$ cat src/rtl/sdram_burst_sched_if.sv
// Command handshake between the burst scheduler and the SDRAM engine.
// The scheduler is the master; the engine acks and signals completion.
interface sdram_burst_sched_if #(
    parameter int ADDR_W = 24,
    parameter int LEN_W  = 10
);
    logic              cmd_req;
    logic              cmd_wr;
    logic [ADDR_W-1:0] cmd_addr;
    logic [LEN_W-1:0]  cmd_len;
    logic              cmd_ack;
    logic              cmd_done;

    modport master (
        output cmd_req, cmd_wr, cmd_addr, cmd_len,
        input  cmd_ack, cmd_done
    );

    modport slave (
        input  cmd_req, cmd_wr, cmd_addr, cmd_len,
        output cmd_ack, cmd_done
    );
endinterface

$ cat src/rtl/sdram_burst_sched.sv
// Picks the next full-page burst between write and read FIFOs and
// issues one command at a time with wrapping per-port region pointers.
module sdram_burst_sched #(
    parameter int ADDR_W        = 24,
    parameter int LEN_W         = 10,
    parameter int LVL_W         = 11,
    parameter int RD_FIFO_DEPTH = 1024
) (
    input  logic              ref_clk,
    input  logic              rst_n,
    input  logic              sdram_init_done,
    input  logic              sdram_read_valid,
    input  logic [ADDR_W-1:0] wr_min_addr,
    input  logic [ADDR_W-1:0] wr_max_addr,
    input  logic [ADDR_W-1:0] rd_min_addr,
    input  logic [ADDR_W-1:0] rd_max_addr,
    input  logic [LEN_W-1:0]  wr_len,
    input  logic [LEN_W-1:0]  rd_len,
    input  logic              wr_load,
    input  logic              rd_load,
    input  logic [LVL_W-1:0]  wr_fifo_used,
    input  logic [LVL_W-1:0]  rd_fifo_used,
    sdram_burst_sched_if.master cmd,
    output logic              sched_busy
);
    localparam int AW1 = ADDR_W + 1;
    localparam int CW  = LVL_W + 1;

    typedef enum logic [1:0] {
        WAIT_INIT,
        IDLE,
        REQ,
        BUSY
    } state_t;

    state_t            state;
    logic [ADDR_W-1:0] wr_ptr;
    logic [ADDR_W-1:0] rd_ptr;
    logic              last_wr;
    logic              kill;
    logic              req_q;
    logic              wr_q;
    logic [ADDR_W-1:0] addr_q;
    logic [LEN_W-1:0]  len_q;
    logic              busy_q;

    logic              wr_ok;
    logic              rd_ok;
    logic              give_wr;
    logic              give_rd;
    logic              fin;
    logic              hit;
    logic [CW-1:0]     rd_space;

    function automatic logic [LEN_W-1:0] trunc(
        input logic [ADDR_W-1:0] p,
        input logic [ADDR_W-1:0] mx,
        input logic [LEN_W-1:0]  l
    );
        logic [ADDR_W:0] room;
        room = {1'b0, mx} - {1'b0, p};
        return (room < AW1'(l)) ? LEN_W'(room) : l;
    endfunction

    function automatic logic [ADDR_W-1:0] adv(
        input logic [ADDR_W-1:0] p,
        input logic [ADDR_W-1:0] mn,
        input logic [ADDR_W-1:0] mx,
        input logic [LEN_W-1:0]  l
    );
        logic [ADDR_W:0] nx;
        nx = {1'b0, p} + AW1'(l);
        return (nx >= {1'b0, mx}) ? mn : nx[ADDR_W-1:0];
    endfunction

    always_comb begin
        rd_space = CW'(RD_FIFO_DEPTH) - CW'(rd_fifo_used);
        wr_ok    = (wr_len != '0)
                && (CW'(wr_fifo_used) >= CW'(wr_len));
        rd_ok    = sdram_read_valid && (rd_len != '0)
                && (rd_space >= CW'(rd_len));
        give_wr  = wr_ok && (!rd_ok || !last_wr);
        give_rd  = rd_ok && (!wr_ok || last_wr);
        fin      = ((state == REQ) && cmd.cmd_ack && cmd.cmd_done)
                || ((state == BUSY) && cmd.cmd_done);
        hit      = ((state == REQ) || (state == BUSY))
                && (wr_q ? wr_load : rd_load);
    end

    always_ff @(posedge ref_clk or negedge rst_n) begin
        if (!rst_n) begin
            state   <= WAIT_INIT;
            wr_ptr  <= '0;
            rd_ptr  <= '0;
            last_wr <= 1'b0;
            kill    <= 1'b0;
            req_q   <= 1'b0;
            wr_q    <= 1'b0;
            addr_q  <= '0;
            len_q   <= '0;
            busy_q  <= 1'b0;
        end else begin
            unique case (state)
                WAIT_INIT: begin
                    wr_ptr <= wr_min_addr;
                    rd_ptr <= rd_min_addr;
                    if (sdram_init_done) state <= IDLE;
                end
                IDLE: begin
                    if (!sdram_init_done) begin
                        state <= WAIT_INIT;
                    end else if (give_wr || give_rd) begin
                        state  <= REQ;
                        req_q  <= 1'b1;
                        busy_q <= 1'b1;
                        kill   <= 1'b0;
                        wr_q   <= give_wr;
                        addr_q <= give_wr ? wr_ptr : rd_ptr;
                        len_q  <= give_wr
                            ? trunc(wr_ptr, wr_max_addr, wr_len)
                            : trunc(rd_ptr, rd_max_addr, rd_len);
                    end
                end
                REQ: begin
                    if (cmd.cmd_ack) begin
                        req_q <= 1'b0;
                        state <= BUSY;
                    end
                end
                BUSY: ;
            endcase

            if (hit) kill <= 1'b1;

            // A load seen during this burst voids its pointer advance.
            if (fin) begin
                state   <= IDLE;
                busy_q  <= 1'b0;
                last_wr <= wr_q;
                if (!kill && !hit) begin
                    if (wr_q)
                        wr_ptr <= adv(wr_ptr, wr_min_addr,
                                      wr_max_addr, len_q);
                    else
                        rd_ptr <= adv(rd_ptr, rd_min_addr,
                                      rd_max_addr, len_q);
                end
            end

            if (wr_load) wr_ptr <= wr_min_addr;
            if (rd_load) rd_ptr <= rd_min_addr;
        end
    end

    assign cmd.cmd_req  = req_q;
    assign cmd.cmd_wr   = wr_q;
    assign cmd.cmd_addr = addr_q;
    assign cmd.cmd_len  = len_q;
    assign sched_busy   = busy_q;
endmodule

$ cat src/flat_wrapper.sv
// flat-port wrapper written by rule: the top's interface ports become plain ports
module sdram_burst_sched_flat 
#(
    parameter int ADDR_W        = 24,
    parameter int LEN_W         = 10,
    parameter int LVL_W         = 11,
    parameter int RD_FIFO_DEPTH = 1024
)
  (ref_clk, rst_n, sdram_init_done, sdram_read_valid, wr_min_addr, wr_max_addr, rd_min_addr, rd_max_addr, wr_len, rd_len, wr_load, rd_load, wr_fifo_used, rd_fifo_used, sched_busy, cmd_cmd_req, cmd_cmd_wr, cmd_cmd_addr, cmd_cmd_len, cmd_cmd_ack, cmd_cmd_done);
  sdram_burst_sched_if #(.ADDR_W(ADDR_W), .LEN_W(LEN_W)) cmd_i ();
  input  logic ref_clk;
  input  logic rst_n;
  input  logic sdram_init_done;
  input  logic sdram_read_valid;
  input  logic [ADDR_W-1:0] wr_min_addr;
  input  logic [ADDR_W-1:0] wr_max_addr;
  input  logic [ADDR_W-1:0] rd_min_addr;
  input  logic [ADDR_W-1:0] rd_max_addr;
  input  logic [LEN_W-1:0] wr_len;
  input  logic [LEN_W-1:0] rd_len;
  input  logic wr_load;
  input  logic rd_load;
  input  logic [LVL_W-1:0] wr_fifo_used;
  input  logic [LVL_W-1:0] rd_fifo_used;
  output logic sched_busy;
  output wire logic [$bits(cmd_i.cmd_req)-1:0] cmd_cmd_req;
  output wire logic [$bits(cmd_i.cmd_wr)-1:0] cmd_cmd_wr;
  output wire logic [$bits(cmd_i.cmd_addr)-1:0] cmd_cmd_addr;
  output wire logic [$bits(cmd_i.cmd_len)-1:0] cmd_cmd_len;
  input wire logic [$bits(cmd_i.cmd_ack)-1:0] cmd_cmd_ack;
  input wire logic [$bits(cmd_i.cmd_done)-1:0] cmd_cmd_done;
  assign cmd_cmd_req = cmd_i.cmd_req;
  assign cmd_cmd_wr = cmd_i.cmd_wr;
  assign cmd_cmd_addr = cmd_i.cmd_addr;
  assign cmd_cmd_len = cmd_i.cmd_len;
  assign cmd_i.cmd_ack = cmd_cmd_ack;
  assign cmd_i.cmd_done = cmd_cmd_done;
  sdram_burst_sched #(.ADDR_W(ADDR_W), .LEN_W(LEN_W), .LVL_W(LVL_W), .RD_FIFO_DEPTH(RD_FIFO_DEPTH)) u_core (.ref_clk(ref_clk), .rst_n(rst_n), .sdram_init_done(sdram_init_done), .sdram_read_valid(sdram_read_valid), .wr_min_addr(wr_min_addr), .wr_max_addr(wr_max_addr), .rd_min_addr(rd_min_addr), .rd_max_addr(rd_max_addr), .wr_len(wr_len), .rd_len(rd_len), .wr_load(wr_load), .rd_load(rd_load), .wr_fifo_used(wr_fifo_used), .rd_fifo_used(rd_fifo_used), .cmd(cmd_i), .sched_busy(sched_busy));
endmodule
$ cat config.mk
export PLATFORM = sky130hd
export DESIGN_NAME = sdram_burst_sched_flat
export DESIGN_NICKNAME = d
export VERILOG_FILES = /design/src/rtl/sdram_burst_sched_if.sv /design/src/rtl/sdram_burst_sched.sv /design/src/flat_wrapper.sv
export SDC_FILE = /design/constraint.sdc
export NUM_CORES = 1
export LEC_CHECK = 0
export CORE_UTILIZATION = 50
export CTS_BUF_LIST = sky130_fd_sc_hd__clkbuf_16
export CTS_CLUSTER_SIZE = 30
export DETAILED_ROUTE_END_ITERATION = 6
export PLACE_DENSITY = 0.84
export SLEW_MARGIN = 20
export SYNTH_ARGS = -nofsm -noshare
export SYNTH_HDL_FRONTEND = slang
export SYNTH_SLANG_ARGS = --single-unit
export TNS_END_PERCENT = 30
$ cat constraint.sdc
create_clock -name ref_clk -period 6 [get_ports ref_clk]
set_input_delay 1.2 -clock ref_clk [delete_from_list [all_inputs] [get_ports ref_clk]]
set_output_delay 1.2 -clock ref_clk [all_outputs]
set_load 0.01 [all_outputs]
==> flow_metrics.env <==
export IMPL_critPathBufInv=2
export IMPL_leakage_nw=6.48
export IMPL_cp_start_kind="flop"
export IMPL_yosys_warnings=0
export IMPL_syn_num_nets=1701
export IMPL_clk_latency_ps=360
export IMPL_drtAntennaViolNets=0
export IMPL_setup_slack_ps=181
export IMPL_grt_usage_pct=32.1
export IMPL_grt_pass1_vias=10900
export IMPL_worstPathMaxFanout=14
export IMPL_worst_path_max_delay_cell="dfrtp_1"
export IMPL_final_cell_mix="188 x inv_1, 181 x clkdlybuf4s50_1, 160 x ha_1"
export IMPL_grt_busiest_layer="met2"
export IMPL_route_detailed_drc=0
export IMPL_nNetsFinal=1868
export IMPL_dp_cells=1821
export IMPL_crit_chain="ha_1 -> fa_1 -> a21o_1 -> a21oi_1 -> o21bai_1 -> a21oi_1 -> o21ai_0 -> a31oi_1 -> nor2_1 -> and3_1 -> xnor2_1 -> inv_1 -> ha_1 -> nand4_1 -> nor4_2 -> a21oi_1 -> nand2_1 -> a21o_1 -> a221o_1 -> a211oi_2 -> a21oi_1 -> buf_4 -> a221oi_1"
export IMPL_post_drt_wl_per_cell_um=19.8
export IMPL_synth_seq_cells=89
export IMPL_ys_async_sr_fraction_pct=100
export IMPL_met3_usage_pct=4.09
export IMPL_ys_types=89
export IMPL_cts_made_buffers=9
export IMPL_area_delta_synth_final_pct=21.8
export IMPL_grt_pass1_wl_mm=56.5
export IMPL_cp_arrival_ps=6070
export IMPL_outcome="complete, no violations"
export IMPL_rsz0062_at_grt="true"
export IMPL_synth_cells=1391
export IMPL_seqPwrFrac_pct=18.3
export IMPL_row_count=53
export IMPL_worst_hold_slack_ps=487
export IMPL_cts_tree="done"
export IMPL_ctsHtreeMaxLevel=3
export IMPL_irDropWorstVdd_mv=0.307
export IMPL_p_sw_share_pct=51.3
export IMPL_path_common_cell="a21oi_1"
export IMPL_maxCapViolCount=0
export IMPL_synth_edff_count=0
export IMPL_initial_core_util_pct=51.8
export IMPL_cp_slowest_stage_delay_ps=450
export IMPL_grt_max_degree=53
export IMPL_clkTransAtPathRegs_ps=70
export IMPL_post_cts_setup_buffer_count=0
export IMPL_n_antenna_cell=0
export IMPL_min_period_ps=5820
export IMPL_grt_overflow=0
export IMPL_port_buffers=182
export IMPL_r2r_setup_slack_ps=180
export IMPL_root_buffer="clkbuf_16"
export IMPL_fmax_mhz=172
export IMPL_netlist_area_sq_um=11000
export IMPL_max_slew_margin_rel_pct=45.4
export IMPL_place_hpwl_mm=29.8
export IMPL_cellPowerDensity_nw_per_um2=524
export IMPL_met2_usage_pct=52.4
export IMPL_drive_gt1_share_pct=4.29
export IMPL_instances_no_fill=1838
export IMPL_finalCritPeriodShare_pct=97.0
export IMPL_drt_initial_drc_count=970
export IMPL_setup_violations_final=0
export IMPL_cp_end_kind="flop"
export IMPL_drt_pass1_iter_count=6
export IMPL_place_gp_congestion=0.942
export IMPL_place_ws_ps=-85.3
export IMPL_drv_slew=0
export IMPL_finalHoldViolations=0
export IMPL_dieArea_sq_um=22600
export IMPL_skew_ps=7.79
export IMPL_worst_pin_slew_ps=816
export IMPL_synth_avg_cell_area_sq_um=7.92
export IMPL_crit_family="compound AO/OA/AOI/OAI gates"
export IMPL_die_height_um=150
export IMPL_die_w_um=150
export IMPL_cts_path_max_buffers=2
export IMPL_finish_utilization_pct=63.1
export IMPL_internal_power_mw=3.43
export IMPL_ctsHoldBuffers=0
export IMPL_antenna_found_initial=0
export IMPL_ctsResizeCount=0
export IMPL_ioPinCount=183
export IMPL_use_met1_pct=42.7
export IMPL_hp_class="flop to flop"
export IMPL_ys_flop_type="dfrtp_1"
export IMPL_cts_sinks=89
export IMPL_seq_area_frac_synth_pct=20.2
export IMPL_routed_wl_mm=36.4
export IMPL_power_switching_mw=3.61
export IMPL_crit_type="flop to flop"
export IMPL_pwr_share_clk_pct=8.4
export IMPL_fin_setup_tns_ps=0
export IMPL_combPwrFrac_pct=73.3
export IMPL_critPathRequiredTime_ps=6250
export IMPL_vias=11400
export IMPL_core_region_area_sq_um=21300
export IMPL_layout_commonest_cell="inv_1"
export IMPL_vias_per_cell=6.19
cell type report:
cell class	instances	area, sq um
timing repair buffer	199	1950
multi-input combinational	1071	7900
sequential	89	2230
fill	1834	7870
clock buffer	9	225
clock inverter	7	71.3
inverter	188	706
tap	275	344
path summary, 6_finish.rpt:
kind,from,to,cells after the start
worst min register to register,u_core.cmd.cmd_addr[0]$_DFFE_PN0P_,u_core.cmd.cmd_addr[0]$_DFFE_PN0P_,2
worst max-delay path,u_core.cmd.cmd_len[0]$_DFFE_PN0P_,u_core.wr_ptr[7]$_DFF_PN0_,23
max in group asynchronous,rst_n,u_core.wr_ptr[12]$_DFF_PN0_,2
min in group asynchronous,rst_n,u_core.wr_ptr[4]$_DFF_PN0_,1
worst min-delay path,u_core.cmd.cmd_addr[0]$_DFFE_PN0P_,u_core.cmd.cmd_addr[0]$_DFFE_PN0P_,2
worst max register to register,u_core.cmd.cmd_len[0]$_DFFE_PN0P_,u_core.wr_ptr[7]$_DFF_PN0_,23
per-layer routing:
layer	part of all wire [%]	routed length (um)	up-vias
met1	43	15700	5392
met3	7.3	2660	92
met4	3.5	1280	0
met2	46	16700	504
met5	0	0	-
li1	-	-	5381
Yosys cell counts, drive strengths merged, types with 19 or more instances:
cell type | instances | area [sq um]
inv | 187 | 702
ha | 160 | 2000
nor2 | 124 | 468
nand2 | 98 | 368
dfrtp | 89 | 2230
a21oi | 75 | 390
o21ai | 69 | 349
xnor2 | 59 | 517
a21o | 58 | 438
mux2i | 42 | 420
nand3 | 38 | 190
nand4 | 38 | 238
clkbuf | 30 | 154
a221oi | 28 | 275
nor3 | 28 | 140
o22ai | 20 | 125
o211ai | 19 | 156
through the flow:
step / cell area, sq um / total power, mW
finish: 13400 / 7.04
global route: 13400 / 7.62
CTS: 13400 / 6.92
detailed placement: 13100 / 6.30
global placement: 13100 / 6.17
floorplan: 11000 / 4.77
kinds of logic after synthesis:
kind of cell	after synthesis	synth area share, %
xor+xnor	76	6.04
flops	89	20.2
fa+ha+maj	164	18.9
compound gates	387	24.9
buf+inv	231	8.54
simple gates	399	17.3
mux	45	4.12
flip-flops by register name, summed over array words and instances (netlist names):
signal	cells
u_core.cmd.cmd_addr	24
u_core.rd_ptr	24
u_core.wr_ptr	24
u_core.cmd.cmd_len	10
u_core.state	2
u_core.cmd.cmd_req	1
u_core.cmd.cmd_wr	1
u_core.kill	1
u_core.last_wr	1
u_core.sched_busy	1
power by group through the flow:
stage / registers (mW) / clock network, mW / logic (mW)
6_report: 1.29 / 0.591 / 5.16
4_1_cts: 1.27 / 0.595 / 5.05
5_1_grt: 1.31 / 0.616 / 5.70
2_1_floorplan: 1.16 / 0 / 3.62
3_5_place_dp: 1.28 / 0 / 5.01
3_3_place_gp: 1.27 / 0 / 4.89
worst min-delay path, delay by kind of cell, from the launching register on:
kind	cells	cell delay (ps)
AND/OR/NAND/NOR	1	50
AO/OA/AOI/OAI	1	60
flip-flops	1	350
No activity file was read; power rests on OpenSTA's default activity.
